===== src/rtl/lane_route_sched.sv =====
// Lane router scheduler: routes per-lane flag and data fields through active
// selector tables into a single output register on a valid/ready stream.
// New tables are captured into a shadow copy and only become active at a frame
// boundary once the output register has drained, counted by epoch.
module lane_route_sched #(
  parameter int LANES   = 4,
  parameter int DATA_W  = 2,
  parameter int SEL_W   = 2,
  parameter int EPOCH_W = 4
) (
  input  logic                      CLK,
  input  logic                      ASYNCRESET,
  input  logic                      in_valid,
  output logic                      in_ready,
  input  logic [LANES-1:0]          in_flag,
  input  logic [LANES*DATA_W-1:0]   in_data,
  input  logic                      in_last,
  output logic                      out_valid,
  input  logic                      out_ready,
  output logic [LANES-1:0]          out_flag,
  output logic [LANES*DATA_W-1:0]   out_data,
  output logic                      out_last,
  input  logic                      cfg_valid,
  output logic                      cfg_ready,
  input  logic [LANES*SEL_W-1:0]    cfg_flag_sel,
  input  logic [LANES*SEL_W-1:0]    cfg_data_sel,
  output logic                      busy,
  output logic [EPOCH_W-1:0]        epoch
);

  localparam logic [1:0] ST_RUN   = 2'd0;
  localparam logic [1:0] ST_PEND  = 2'd1;
  localparam logic [1:0] ST_DRAIN = 2'd2;
  localparam logic [1:0] ST_APPLY = 2'd3;

  // Reset flag table reverses lane order; reset data table is identity.
  function automatic logic [LANES*SEL_W-1:0] reversal_table();
    logic [LANES*SEL_W-1:0] t;
    t = '0;
    for (int i = 0; i < LANES; i++) t[i*SEL_W +: SEL_W] = SEL_W'(LANES - 1 - i);
    return t;
  endfunction

  function automatic logic [LANES*SEL_W-1:0] identity_table();
    logic [LANES*SEL_W-1:0] t;
    t = '0;
    for (int i = 0; i < LANES; i++) t[i*SEL_W +: SEL_W] = SEL_W'(i);
    return t;
  endfunction

  localparam logic [LANES*SEL_W-1:0] DEF_FLAG_SEL = reversal_table();
  localparam logic [LANES*SEL_W-1:0] DEF_DATA_SEL = identity_table();

  logic [1:0]               state;
  logic                     frame_open;
  logic                     load;
  logic [LANES*SEL_W-1:0]   act_flag_sel;
  logic [LANES*SEL_W-1:0]   act_data_sel;
  logic [LANES*SEL_W-1:0]   shd_flag_sel;
  logic [LANES*SEL_W-1:0]   shd_data_sel;
  logic [LANES-1:0]         routed_flag;
  logic [LANES*DATA_W-1:0]  routed_data;

  // A pending config holds off the first beat of the next frame but never splits an open one.
  assign in_ready  = (!out_valid || out_ready) && !((state != ST_RUN) && !frame_open);
  assign load      = in_valid && in_ready;
  assign cfg_ready = (state == ST_RUN);
  assign busy      = (state != ST_RUN);

  // Crossbar: every output lane picks its flag and data source independently.
  always_comb begin
    routed_flag = '0;
    routed_data = '0;
    for (int i = 0; i < LANES; i++) begin
      routed_flag[i] = in_flag[act_flag_sel[i*SEL_W +: SEL_W]];
      routed_data[i*DATA_W +: DATA_W] = in_data[act_data_sel[i*SEL_W +: SEL_W]*DATA_W +: DATA_W];
    end
  end

  // Output register: load on accept, clear only when drained with nothing new behind it.
  always_ff @(posedge CLK or posedge ASYNCRESET) begin
    if (ASYNCRESET) begin
      out_valid <= 1'b0;
      out_flag  <= '0;
      out_data  <= '0;
      out_last  <= 1'b0;
    end else if (load) begin
      out_valid <= 1'b1;
      out_flag  <= routed_flag;
      out_data  <= routed_data;
      out_last  <= in_last;
    end else if (out_ready) begin
      out_valid <= 1'b0;
    end
  end

  // Track whether the stream is in the middle of a frame.
  always_ff @(posedge CLK or posedge ASYNCRESET) begin
    if (ASYNCRESET) begin
      frame_open <= 1'b0;
    end else if (load) begin
      frame_open <= !in_last;
    end
  end

  // Config sequencer: capture to shadow, wait for frame close and empty output, then swap tables.
  always_ff @(posedge CLK or posedge ASYNCRESET) begin
    if (ASYNCRESET) begin
      state        <= ST_RUN;
      epoch        <= '0;
      act_flag_sel <= DEF_FLAG_SEL;
      act_data_sel <= DEF_DATA_SEL;
      shd_flag_sel <= DEF_FLAG_SEL;
      shd_data_sel <= DEF_DATA_SEL;
    end else begin
      case (state)
        ST_RUN: begin
          if (cfg_valid) begin
            shd_flag_sel <= cfg_flag_sel;
            shd_data_sel <= cfg_data_sel;
            state        <= ST_PEND;
          end
        end
        ST_PEND: begin
          if (!frame_open) state <= ST_DRAIN;
        end
        ST_DRAIN: begin
          if (!out_valid || out_ready) state <= ST_APPLY;
        end
        default: begin
          act_flag_sel <= shd_flag_sel;
          act_data_sel <= shd_data_sel;
          epoch        <= epoch + EPOCH_W'(1);
          state        <= ST_RUN;
        end
      endcase
    end
  end

endmodule


===== config.mk =====
export PLATFORM = sky130hd
export DESIGN_NAME = lane_route_sched
export DESIGN_NICKNAME = d
export VERILOG_FILES = /design/src/rtl/lane_route_sched.sv
export SDC_FILE = /design/constraint.sdc
export NUM_CORES = 1
export LEC_CHECK = 0
export BUFFER_PORTS_ARGS = -buffer_cell sky130_fd_sc_hd__buf_2
export CAP_MARGIN = 30
export CORE_MARGIN = 5
export CORE_UTILIZATION = 40
export CTS_BUF_LIST = sky130_fd_sc_hd__clkbuf_4
export CTS_CLUSTER_DIAMETER = 60
export DETAILED_ROUTE_END_ITERATION = 10
export PLACE_DENSITY = 0.72
export SYNTH_ARGS = -nofsm -noshare
export SYNTH_HDL_FRONTEND = slang
export SYNTH_SLANG_ARGS = --single-unit
export TNS_END_PERCENT = 20

===== constraint.sdc =====
create_clock -name CLK -period 2.6 [get_ports CLK]
set_input_delay 0.13 -clock CLK [delete_from_list [all_inputs] [get_ports CLK]]
set_output_delay 0.13 -clock CLK [all_outputs]
set_load 0.05 [all_outputs]

==> flow_summary.json <==
{
  "fin_total_pwr_mw": 3.95,
  "syn-mean-instance-area_um2": 16.6,
  "viasPerCell": 4.77,
  "initialDrtViolationCount": 52,
  "outcome": "completed",
  "internal_mw": 2.37,
  "postCtsHoldBufs": 17,
  "synthesis.instances": 145,
  "number_of_antenna_violations_at_the_first_check_in_global_routing": 0,
  "seq_area_um2": 1350,
  "synth-async-reset-ratio_pct": 100,
  "layout-area-overhead-vs-synth_pct": 24.3,
  "worstSkewPairLatency_ps": 370,
  "numPlacedInstances": 272,
  "synth_seq_cells": 53,
  "vias": 1417,
  "multiInputGateArea_um2": 1000,
  "synthDominantCellAreaShare_pct": 38.6,
  "worst_reg_to_reg_setup_slack_ps": 600,
  "io_buffer_count": 54,
  "worst_path_max_delay_cell": "sky130_fd_sc_hd__or3_1",
  "detail_route.first_pass.iterations": 4,
  "die_h_um": 87.5,
  "critical-path-max-stage-delay_ps": 580,
  "worst_setup_hold_path_clk_slew_ps": 140,
  "grt_start_max_net_pins": 40,
  "die_area_um2": 7650,
  "power_density_nw_per_um2": 1320,
  "setup-tns-final_ps": 0,
  "grt_pass1_vias": 1533,
  "timing.final.setup_violations": 0,
  "mappedNetlistArea_um2": 2400,
  "routed_wl_mm": 4.11,
  "post_layout_nonfiller_instances": 297,
  "place.detailed.hpwl_mm": 3.08,
  "max_clock_freq_ghz": 0.499,
  "numClockSinks": 53,
  "worst_slew_margin_rel_pct": 53.5,
  "worstPathCellList": "inv_1 > ha_1 > nor2_1 > or3_1 > mux2_2",
  "place.gp.congestion": 0.702,
  "grt_setup_unrepaired": "no",
  "dp_worst_setup_slack_ps": 608,
  "route.antenna.remaining_nets": 0,
  "share_seq_of_total_power_pct": 41.1,
  "crit_arrival_ps": 2250,
  "dieWidth_um": 87.5,
  "worst-setup-path-type": "flop to flop",
  "grt_pass1_wl_mm": 7.07,
  "worst_setup_path_end_kind": "flop",
  "longest_clk_path_bufs": 2,
  "synth_top_cells_by_count": "sky130_fd_sc_hd__mux2_2 (39), sky130_fd_sc_hd__dfrtp_1 (37), sky130_fd_sc_hd__dfstp_2 (16), sky130_fd_sc_hd__mux4_2 (12), sky130_fd_sc_hd__mux2_4 (8)",
  "switching_fraction_of_total_power_pct": 40.0,
  "fill_cell_instance_count_of_the_final_layout": 515,
  "reg2regPathDepth": 5,
  "min_period_over_period_pct": 77.1,
  "finalHoldViolCount": 0,
  "wl_per_cell_um": 13.8,
  "synth_cell_type_count": 21,
  "p_leak_nw": 1.35,
  "rows": 28,
  "timing.hold.ws_ps": 26.9,
  "mappedNetlistNets": 184,
  "path_max_fanout": 15,
  "drv.max_cap_violation_count": 0,
  "post-synth-top-count-cell": "sky130_fd_sc_hd__mux2_2",
  "power.clock.fraction_pct": 9.0,
  "postCtsSetupRepairBufs": 0,
  "placement.cell_area_um2": 2760,
  "design.portCount": 55,
  "worstSetupStartpointType": "flop",
  "power_spent_charging_and_discharging_nets_mw": 1.58,
  "tritoncts": "done",
  "starting_density_of_the_core_pct": 40.8,
  "final_critical_path_setup_slack_ps": 595,
  "finalClockSkew_ps": 24.6,
  "period_needed_ps": 2000,
  "share_of_cells_above_drive_strength_1_pct": 63.5,
  "cts.htree.levels": 2,
  "post_cts_resized": 0,
  "maximum_vdd_drop_uv": 806,
  "final_area_um2": 2980,
  "floorplan.core_area_um2": 5890,
  "timing.critical_path.required_ps": 2840,
  "synth-edff-count": 0,
  "nNetsFinal": 260,
  "ys.flop_type": "sky130_fd_sc_hd__dfrtp_1",
  "grtUsageTotal_pct": 11.8,
  "hold_crit_depth": 2,
  "ys_warn_count": 0,
  "hold_class": "input pin to flop",
  "tightest_slew_ps": 697,
  "final_max_slew_viol_count": 0,
  "combPwrFrac_pct": 49.9,
  "netlist_top_cells_area": "sky130_fd_sc_hd__dfrtp_1 (39%), sky130_fd_sc_hd__mux2_2 (18%), sky130_fd_sc_hd__dfstp_2 (18%)",
  "global_route.overflow_total": 0,
  "yosysTopAreaCell": "sky130_fd_sc_hd__dfrtp_1",
  "post-route-util_pct": 50.7,
  "numCtsBuffers": 5,
  "antenna_cells": 0,
  "post-route-drc-count": 0,
  "synth.yosys.seq_area_share_pct": 56.1,
  "root_buffer": "sky130_fd_sc_hd__clkbuf_4"
}
-- cell type report --
cell class | instances | share of cell area (%)
clock inverter | 2 | 0.377
clock buffer | 6 | 1.51
multi-input combinational | 81 | 33.6
sequential | 53 | 45.1
tap | 75 | 3.14
timing repair buffer | 74 | 15.5
inverter | 6 | 0.755
-- layout by cell type (no fill, tap or decap), drive strengths merged --
cell and n:
a222oi 1, a2bb2oi 1, buf 57, clkbuf 6
clkinv 1, clkinvlp 1, dfrtp 37, dfstp 16
dlygate4sd3 17, ha 5, inv 6, mux2 47
mux4 12, nand2 3, nand2b 1, nand4 1
nor2 3, nor2b 1, o21ai 2, or3 1
xnor2 2, xor2 1
-- path summary, 6_finish.rpt --
kind,start,endpoint
max reg2reg,state[0]$_DFFE_PP0P_,out_data[7]$_DFFE_PP0P_
min reg2reg,epoch[3]$_DFFE_PP0N_,epoch[3]$_DFFE_PP0N_
min in group asynchronous,ASYNCRESET,act_flag_sel[5]$_DFFE_PP0N_
max in group asynchronous,ASYNCRESET,shd_data_sel[7]$_DFFE_PP1P_
min,cfg_data_sel[7],shd_data_sel[7]$_DFFE_PP1P_
max,state[0]$_DFFE_PP0P_,out_data[7]$_DFFE_PP0P_
-- sequential cells by signal, indices dropped and copies added (netlist names) --
name and count:
act_data_sel 8, act_flag_sel 8, out_data 8, shd_data_sel 8
shd_flag_sel 8, epoch 4, out_flag 4, state 2
frame_open 1, out_last 1, out_valid 1
-- power by group through the flow --
stage	clock network [mW]	logic [mW]	registers [mW]
final	0.356	1.97	1.62
after global routing	0.410	2.10	1.70
after detailed placement	0	1.98	1.65
after global placement	0	1.94	1.64
after floorplan	0	1.14	2.09
after CTS	0.376	2.00	1.64
-- logic make-up (layout without fill, tap and decap cells) --
kind of cell    count (synthesis)  count (layout)  share of synthesized area, %
xor+xnor                        3               3                          1.10
buf+inv                        11              88                          2.14
compound gates                  4               4                          1.20
mux                            59              59                          34.6
simple gates                   10              10                          2.29
fa+ha+maj                       5               5                          2.61
flops                          53              53                          56.1
-- critical path, delay by kind of cell, from the launching register on --
kind	cells	cell delay, ps
mux	1	410
flops	1	420
fa+ha+maj	1	260
buf+inv	1	80
simple gates	2	720
-- metal layers --
metal  wire length (um)  part of all wire [%]  track usage [%]  vias up
li1                   -                     -                -      683
met1               1800                    44             14.7      688
met5                  0                     0                0        -
met3                268                   6.5             3.12        7
met2               1950                    48             19.5       39
met4                 86                   2.1             4.88        0
Note: power is estimated with default switching activity, not from simulation.
